<file path="src/rtl/ifu_fetch_ctrl_pkg.sv">
// Shared IFU constants: datapath widths, reset fetch address and sequencer state encoding.
package ifu_fetch_ctrl_pkg;

  localparam int          IFU_PC_SIZE    = 32;
  localparam int          IFU_INSTR_SIZE = 32;
  localparam int          RFIDX_WIDTH    = 5;
  localparam int          XLEN           = 32;
  localparam logic [31:0] IFU_RST_PC     = 32'h8000_0000;

  typedef enum logic [1:0] {
    S_REQ  = 2'd0,
    S_WAIT = 2'd1,
    S_DEP  = 2'd2,
    S_HOLD = 2'd3
  } fetch_state_e;

endpackage

</file>
<file path="src/rtl/ifu_bpu.sv">
// Static next-PC predictor; bxx direction set by IFU_STATIC_BPU_EN (BTFN when defined, not-taken otherwise).
// Latency: purely combinational.
// Backpressure: none, evaluated every cycle.
module ifu_bpu
  import ifu_fetch_ctrl_pkg::*;
#(
  parameter int PC_SIZE = IFU_PC_SIZE
) (
  input  logic [PC_SIZE-1:0] pc,
  input  logic               jal,
  input  logic               jalr,
  input  logic               bxx,
  input  logic [XLEN-1:0]    imm,
  input  logic [XLEN-1:0]    rs1_val,
  output logic [PC_SIZE-1:0] next_pc,
  output logic               prdt_taken
);

  logic [PC_SIZE-1:0] imm_pc;
  logic               bxx_taken;

  assign imm_pc = PC_SIZE'(imm);

`ifdef IFU_STATIC_BPU_EN
  // Backward branches (negative offset) are predicted taken.
  assign bxx_taken = imm[XLEN-1];
`else
  assign bxx_taken = 1'b0;
`endif

  always_comb begin
    next_pc    = pc + PC_SIZE'(4);
    prdt_taken = 1'b0;
    if (jal) begin
      next_pc    = pc + imm_pc;
      prdt_taken = 1'b1;
    end else if (jalr) begin
      next_pc    = PC_SIZE'(rs1_val) + imm_pc;
      next_pc[0] = 1'b0;
      prdt_taken = 1'b1;
    end else if (bxx && bxx_taken) begin
      next_pc    = pc + imm_pc;
      prdt_taken = 1'b1;
    end
  end

endmodule

</file>
<file path="src/rtl/ifu_fetch_ctrl.sv">
// IFU fetch sequencer: one outstanding fetch, static next-PC (IFU_STATIC_BPU_EN), flush and JALR RAW stall.
// Latency: response in cycle N -> ir_valid in N+1; next request in N+2 when ir_ready is high.
// Backpressure: holds {instr, pc, prdt_taken} on ir_valid until ir_ready; stalls in S_DEP until oitf_empty.
module ifu_fetch_ctrl
  import ifu_fetch_ctrl_pkg::*;
#(
  parameter int                 PC_SIZE    = IFU_PC_SIZE,
  parameter int                 INSTR_SIZE = IFU_INSTR_SIZE,
  parameter logic [PC_SIZE-1:0] RST_PC     = PC_SIZE'(IFU_RST_PC)
) (
  input  logic                   clk,
  input  logic                   rst,
  output logic                   ifu_req_valid,
  input  logic                   ifu_req_ready,
  output logic [PC_SIZE-1:0]     ifu_req_pc,
  input  logic                   ifu_rsp_valid,
  output logic                   ifu_rsp_ready,
  input  logic [INSTR_SIZE-1:0]  ifu_rsp_instr,
  output logic [INSTR_SIZE-1:0]  md_instr,
  input  logic                   md_jal,
  input  logic                   md_jalr,
  input  logic                   md_bxx,
  input  logic [RFIDX_WIDTH-1:0] md_jalr_rs1idx,
  input  logic [XLEN-1:0]        md_bjp_imm,
  input  logic                   oitf_empty,
  input  logic [XLEN-1:0]        jalr_rs1_rdata,
  output logic                   ir_valid,
  input  logic                   ir_ready,
  output logic [INSTR_SIZE-1:0]  ir_instr,
  output logic [PC_SIZE-1:0]     ir_pc,
  output logic                   ir_prdt_taken,
  input  logic                   flush_req,
  input  logic [PC_SIZE-1:0]     flush_pc,
  output logic                   flush_ack
);

  fetch_state_e            state_q, state_d;
  logic [PC_SIZE-1:0]      pc_r, next_pc_r, ir_pc_r;
  logic [INSTR_SIZE-1:0]   ir_instr_r;
  logic                    ir_prdt_taken_r;
  logic                    discard_r;
  logic                    ir_load, bpu_load, pc_adv;
  logic                    jalr_dep;
  logic [XLEN-1:0]         rs1_val;
  logic [PC_SIZE-1:0]      bpu_next_pc;
  logic                    bpu_taken;

  // Outside S_WAIT the minidec keeps decoding the held instruction, which S_DEP relies on.
  assign md_instr = (state_q == S_WAIT) ? ifu_rsp_instr : ir_instr_r;
  assign jalr_dep = md_jalr && (md_jalr_rs1idx != '0) && !oitf_empty;
  assign rs1_val  = (md_jalr_rs1idx == '0) ? '0 : jalr_rs1_rdata;

  ifu_bpu #(
    .PC_SIZE(PC_SIZE)
  ) u_bpu (
    .pc         (pc_r),
    .jal        (md_jal),
    .jalr       (md_jalr),
    .bxx        (md_bxx),
    .imm        (md_bjp_imm),
    .rs1_val    (rs1_val),
    .next_pc    (bpu_next_pc),
    .prdt_taken (bpu_taken)
  );

  always_ff @(posedge clk) begin
    if (rst) state_q <= S_REQ;
    else     state_q <= state_d;
  end

  always_comb begin
    state_d       = state_q;
    ifu_req_valid = 1'b0;
    ifu_rsp_ready = 1'b0;
    ir_valid      = 1'b0;
    flush_ack     = 1'b0;
    ir_load       = 1'b0;
    bpu_load      = 1'b0;
    pc_adv        = 1'b0;
    if (!rst) begin
      flush_ack = flush_req;
      unique case (state_q)
        S_REQ: begin
          // A flush withdraws the request; nothing is committed without valid&ready.
          ifu_req_valid = !flush_req;
          if (ifu_req_ready && !flush_req) state_d = S_WAIT;
        end
        S_WAIT: begin
          ifu_rsp_ready = 1'b1;
          if (ifu_rsp_valid) begin
            if (discard_r || flush_req) begin
              state_d = S_REQ;
            end else begin
              ir_load = 1'b1;
              if (jalr_dep) begin
                state_d = S_DEP;
              end else begin
                bpu_load = 1'b1;
                state_d  = S_HOLD;
              end
            end
          end
        end
        S_DEP: begin
          if (oitf_empty) begin
            bpu_load = 1'b1;
            state_d  = S_HOLD;
          end
        end
        S_HOLD: begin
          ir_valid = 1'b1;
          if (ir_ready) begin
            pc_adv  = 1'b1;
            state_d = S_REQ;
          end
        end
        default: state_d = S_REQ;
      endcase
      // A flush in S_WAIT without the beat keeps waiting so the stale response is drained.
      if (flush_req) state_d = (state_q == S_WAIT && !ifu_rsp_valid) ? S_WAIT : S_REQ;
    end
  end

  always_ff @(posedge clk) begin
    if (rst) begin
      pc_r            <= RST_PC;
      discard_r       <= 1'b0;
      next_pc_r       <= '0;
      ir_pc_r         <= '0;
      ir_instr_r      <= '0;
      ir_prdt_taken_r <= 1'b0;
    end else begin
      if (flush_req)   pc_r <= flush_pc;
      else if (pc_adv) pc_r <= next_pc_r;
      if (state_q == S_WAIT) begin
        if (ifu_rsp_valid)  discard_r <= 1'b0;
        else if (flush_req) discard_r <= 1'b1;
      end
      if (ir_load) begin
        ir_instr_r <= ifu_rsp_instr;
        ir_pc_r    <= pc_r;
      end
      if (bpu_load) begin
        next_pc_r       <= bpu_next_pc;
        ir_prdt_taken_r <= bpu_taken;
      end
    end
  end

  assign ifu_req_pc    = pc_r;
  assign ir_instr      = ir_instr_r;
  assign ir_pc         = ir_pc_r;
  assign ir_prdt_taken = ir_prdt_taken_r;

endmodule
</file>
<file path="config.mk">
export PLATFORM = sky130hd
export DESIGN_NAME = ifu_fetch_ctrl
export DESIGN_NICKNAME = d
export VERILOG_FILES = /design/src/rtl/ifu_fetch_ctrl_pkg.sv /design/src/rtl/ifu_bpu.sv /design/src/rtl/ifu_fetch_ctrl.sv
export SDC_FILE = /design/constraint.sdc
export NUM_CORES = 1
export LEC_CHECK = 0
export CORE_MARGIN = 2
export CORE_UTILIZATION = 40
export DETAILED_ROUTE_END_ITERATION = 16
export GPL_TIMING_DRIVEN = 0
export MAX_ROUTING_LAYER = met4
export PLACE_DENSITY = 0.69
export SYNTH_ARGS = -nofsm -noshare
export SYNTH_HDL_FRONTEND = slang
export SYNTH_SLANG_ARGS = --single-unit
</file>
<file path="constraint.sdc">
create_clock -name clk -period 6.3 [get_ports clk]
set_input_delay 1.575 -clock clk [delete_from_list [all_inputs] [get_ports clk]]
set_output_delay 1.575 -clock clk [all_outputs]
set_load 0.02 [all_outputs]
</file>
==> flow_summary.html <==
<table>
<tr><th>Metric</th><th>Value</th></tr>
<tr><th colspan="2">Logic synthesis</th></tr>
<tr><td>Syn Std Cell Area</td><td>~9500 um^2</td></tr>
<tr><td>Synthesized net count</td><td>around 1500</td></tr>
<tr><td>Most used flip-flop cell after synthesis</td><td>sky130_fd_sc_hd__dfxtp_1</td></tr>
<tr><td>Synth Instances</td><td>between 1000 and 1500</td></tr>
<tr><td>Leading post-synthesis cells by instance count</td><td>sky130_fd_sc_hd__nand2_1, sky130_fd_sc_hd__a21oi_1, sky130_fd_sc_hd__dfxtp_1, sky130_fd_sc_hd__nor2_1, sky130_fd_sc_hd__ha_1</td></tr>
<tr><td>Number of synthesized flops with an enable pin</td><td>0</td></tr>
<tr><td>Largest area contributor in the netlist</td><td>sky130_fd_sc_hd__dfxtp_1</td></tr>
<tr><td>Portion of the post-synthesis area used by sequential elements</td><td>0.2767</td></tr>
<tr><td>Count of yosys warnings during synthesis</td><td>0</td></tr>
<tr><td>Cells taking the most area after synthesis</td><td>sky130_fd_sc_hd__dfxtp_1, sky130_fd_sc_hd__a21oi_1, sky130_fd_sc_hd__ha_1</td></tr>
<tr><td>Leading cell type by number of instances after synthesis</td><td>sky130_fd_sc_hd__nand2_1</td></tr>
<tr><td>Share of the synthesized area in the top cell type</td><td>0.2767</td></tr>
<tr><td>Total of flip-flops plus latches after synthesis</td><td>132</td></tr>
<tr><td>Mean post-synth cell area</td><td>7.652 um^2</td></tr>
<tr><td>Proportion of synthesized flip-flops having asynchronous set or reset</td><td>0</td></tr>
<tr><td>Number of different library cells in the post-synthesis netlist</td><td>60</td></tr>
<tr><th colspan="2">Clock network</th></tr>
<tr><td>Buffer type at the clock tree root</td><td>sky130_fd_sc_hd__clkbuf_16</td></tr>
<tr><td>Number of sinks handled by clock tree synthesis</td><td>132</td></tr>
<tr><td>Resized Gates After CTS</td><td>0</td></tr>
<tr><td>Number of buffers on the longest clock path</td><td>2</td></tr>
<tr><td>Clock transition at the registers of the reported paths</td><td>roughly 0.060 ns</td></tr>
<tr><td>Number of hold buffers added after CTS</td><td>0</td></tr>
<tr><td>H-Tree Depth</td><td>4</td></tr>
<tr><td>Number of buffers inserted during clock tree synthesis</td><td>17</td></tr>
<tr><td>Clock insertion delay at the later pin of the skew report</td><td>0.41 ns</td></tr>
<tr><td>Clock tree from TritonCTS</td><td>done</td></tr>
<tr><td>Number of setup buffers added after CTS</td><td>0</td></tr>
<tr><th colspan="2">Floorplan</th></tr>
<tr><td>Site row count</td><td>56</td></tr>
<tr><td>Number of top-level design ports</td><td>276</td></tr>
<tr><td>Starting Density</td><td>0.4068</td></tr>
<tr><td>Die width</td><td>158.5 um</td></tr>
<tr><td>Area of the core</td><td>between 20000 and 25000 um^2</td></tr>
<tr><td>Vertical die dimension</td><td>between 150 and 200 um</td></tr>
<tr><td>Die outline area</td><td>about 25000 um^2</td></tr>
<tr><th colspan="2">Route</th></tr>
<tr><td>Drt initial violations</td><td>about 580</td></tr>
<tr><td>Post-route DRC violation count</td><td>0</td></tr>
<tr><td>Length of the first detailed-routing pass in iterations</td><td>5</td></tr>
<tr><td>Post-route ant nets</td><td>0</td></tr>
<tr><td>Vias per inst</td><td>about 5.3</td></tr>
<tr><td>Vias</td><td>9878</td></tr>
<tr><td>Average wire per cell in the routed design</td><td>17.31 um</td></tr>
<tr><td>WL final</td><td>32.39 mm</td></tr>
<tr><th colspan="2">Finish</th></tr>
<tr><td># fillers</td><td>around 2300</td></tr>
<tr><td>Fraction of layout instances using a drive strength above 1</td><td>0.05026</td></tr>
<tr><td>Layout-stage area growth over the synthesis result</td><td>39.54%</td></tr>
<tr><td>Fin nets</td><td>~1800</td></tr>
<tr><td>Diodes inserted</td><td>0</td></tr>
<tr><th colspan="2">Global routing</th></tr>
<tr><td>Number of antenna violations at the first check in global routing</td><td>0</td></tr>
<tr><td>Global-route wire length before repair</td><td>between 40 and 50 mm</td></tr>
<tr><td>Global-route congestion overflow total</td><td>0</td></tr>
<tr><td>Pin count of the biggest net entering global routing</td><td>17</td></tr>
<tr><td>Overall global routing resource usage</td><td>0.2570</td></tr>
<tr><td>Vias in the first global route</td><td>9357</td></tr>
<tr><th colspan="2">Timing</th></tr>
<tr><td>Hold violation total from the final report</td><td>0</td></tr>
<tr><td>Minimum clock period</td><td>just under 6 ns</td></tr>
<tr><td>Final Slew Violations</td><td>0</td></tr>
<tr><td>Maximum clock frequency</td><td>approximately 170 MHz</td></tr>
<tr><td>Smallest hold slack</td><td>0.4551 ns</td></tr>
<tr><td>RSZ-0062 raised after global routing</td><td>false</td></tr>
<tr><td>Relative slew margins</td><td>0.5371</td></tr>
<tr><td>Final number of setup-violating endpoints</td><td>0</td></tr>
<tr><td>Slew at the pin closest to its max-slew limit</td><td>0.6944 ns</td></tr>
<tr><td>Sum of negative setup slack</td><td>0 ns</td></tr>
<tr><td>Final period util</td><td>0.9187</td></tr>
<tr><td>Skew final</td><td>about 0.0064 ns</td></tr>
<tr><th colspan="2">Run status</th></tr>
<tr><td>Outcome</td><td>finished, final reports clean</td></tr>
<tr><th colspan="2">Min path</th></tr>
<tr><td>Worst min-delay path class</td><td>flip-flop to flip-flop</td></tr>
<tr><th colspan="2">Placed design</th></tr>
<tr><td>Global placement routability congestion</td><td>roughly 0.90</td></tr>
<tr><td>IO Port Bufs</td><td>272</td></tr>
<tr><td>Final HPWL from detailed placement</td><td>about 26 mm</td></tr>
<tr><th colspan="2">Setup path</th></tr>
<tr><td>Start-to-end type of the worst setup path</td><td>input port to flip-flop</td></tr>
<tr><td>Worst Path Arrival</td><td>6.09 ns</td></tr>
<tr><td>Required time at the endpoint of the critical path</td><td>~6.6 ns</td></tr>
<tr><td>Type of origin of the critical path</td><td>input port</td></tr>
<tr><td>Critical-path maximum fanout</td><td>10</td></tr>
<tr><td>Type of destination of the critical path</td><td>flip-flop</td></tr>
<tr><th colspan="2">Pwr</th></tr>
<tr><td>Total design power</td><td>0.002660 W</td></tr>
<tr><td>Leakage power total</td><td>between 5 and 6 nW</td></tr>
<tr><td>IR drop worst, VDD</td><td>0.0001333 V</td></tr>
<tr><td>Power density over the cells</td><td>~200 nW/um^2</td></tr>
<tr><th colspan="2">Job</th></tr>
<tr><td>Max-cap violations</td><td>0</td></tr>
</table>
## critical path, cell delays in order
cell	delay [ns]
sky130_fd_sc_hd__clkdlybuf4s50_1	0.40
sky130_fd_sc_hd__nor4_1	0.47
sky130_fd_sc_hd__nand2_1	0.41
sky130_fd_sc_hd__clkbuf_1	0.28
sky130_fd_sc_hd__and2_1	0.23
sky130_fd_sc_hd__fa_1	0.45
sky130_fd_sc_hd__a211oi_1	0.38
sky130_fd_sc_hd__o21ai_2	0.16
sky130_fd_sc_hd__o31ai_4	0.34
sky130_fd_sc_hd__o31ai_4	0.14
sky130_fd_sc_hd__a31oi_4	0.28
sky130_fd_sc_hd__o41ai_4	0.12
sky130_fd_sc_hd__a31oi_1	0.28
sky130_fd_sc_hd__xnor2_1	0.20
sky130_fd_sc_hd__a21oi_1	0.11
sky130_fd_sc_hd__a221o_1	0.26
## layer usage
metal  vias to the layer above  global-route usage  wire [um]
li1                       5013                   -          -
met1                      4500              0.3181      14610
met2                       325              0.4350      15290
met3                        40             0.03348       1729
met4                         0             0.08408        767
met5                         -                   -          0
## layout make-up
class,count,area (um^2),share of cell area
clock buffer,21,480.5,0.03606
tap,319,399.1,0.02995
clock inverter,11,173.9,0.01305
sequential,132,2643,0.1983
timing repair buffer,272,2723,0.2043
buffer,65,250.2,0.01878
inverter,20,75.07,0.005634
multi-input combinational,1031,6581,0.4939
## power breakdown
| part | internal, W | switching, W | leakage [nW] |
|---|---|---|---|
| combinational | 0.000325 | 0.000369 | 3.90 |
| clock | 0.000706 | 0.000370 | 0.311 |
| sequential | 0.000854 | 0.0000367 | 1.07 |
| total | 0.00188 | 0.000776 | 5.28 |
## flip-flops by register name, indices dropped and copies added (netlist names)
register and count:
ir_instr 32, state_q 2, ifu_req_pc 32, next_pc_r 32, ir_prdt_taken 1, discard_r 1
ir_pc 32
## layout by cell type (no fill, tap or decap), types with 5 or more instances in the layout
cell and n:
sky130_fd_sc_hd__a31oi_1 8, sky130_fd_sc_hd__nor2b_1 16, sky130_fd_sc_hd__o21a_1 5, sky130_fd_sc_hd__nand4_1 13, sky130_fd_sc_hd__o211ai_1 8, sky130_fd_sc_hd__buf_1 8, sky130_fd_sc_hd__o21bai_1 5, sky130_fd_sc_hd__xnor2_1 55
sky130_fd_sc_hd__nand3_1 35, sky130_fd_sc_hd__a21o_1 37, sky130_fd_sc_hd__nand2b_1 8, sky130_fd_sc_hd__and4_1 5, sky130_fd_sc_hd__o21ai_0 21, sky130_fd_sc_hd__nor2_1 125, sky130_fd_sc_hd__xor2_1 26, sky130_fd_sc_hd__o21ai_1 32
sky130_fd_sc_hd__clkbuf_1 54, sky130_fd_sc_hd__mux2i_1 36, sky130_fd_sc_hd__a21oi_1 173, sky130_fd_sc_hd__clkdlybuf4s50_1 272, sky130_fd_sc_hd__mux2_2 33, sky130_fd_sc_hd__inv_1 20, sky130_fd_sc_hd__nand2_1 178, sky130_fd_sc_hd__nor3_1 18
sky130_fd_sc_hd__a211oi_1 26, sky130_fd_sc_hd__dfxtp_1 132, sky130_fd_sc_hd__a221oi_1 5, sky130_fd_sc_hd__and2_1 40, sky130_fd_sc_hd__ha_1 67, sky130_fd_sc_hd__clkbuf_16 17
## logic make-up after synthesis
logic type	share of synthesized area
XOR/XNOR	0.07429
buffers and inverters	0.03407
AO/OA/AOI/OAI	0.2322
multiplexers	0.07665
flip-flops	0.2767
AND/OR/NAND/NOR	0.2141
adder cells (fa/ha/maj)	0.09198
## worst paths after layout
path	start	end	slack, ns	cells past startpoint
min reg2reg	ir_pc[30]	ir_pc[30]	0.46	2
max reg2reg	ifu_req_pc[0]	next_pc_r[28]	2.99	13
min	ir_pc[30]	ir_pc[30]	0.46	2
max	md_jalr_rs1idx[0]	next_pc_r[28]	0.51	16
## stage by stage
stage | setup slack [ns] | instances | util | area [um^2]
2_1_floorplan | 1.377 | 1248 | - | 9549
3_3_place_gp | 0.2182 | 1839 | 0.5398 | 12670
3_5_place_dp | 0.1788 | 1839 | 0.5398 | 12670
4_1_cts | 0.5881 | 1871 | 0.5677 | 13330
5_1_grt | 0.2593 | 1871 | 0.5677 | 13330
6_report | 0.5122 | 1871 | 0.5677 | 13330
(Power assumes the default switching activity.)
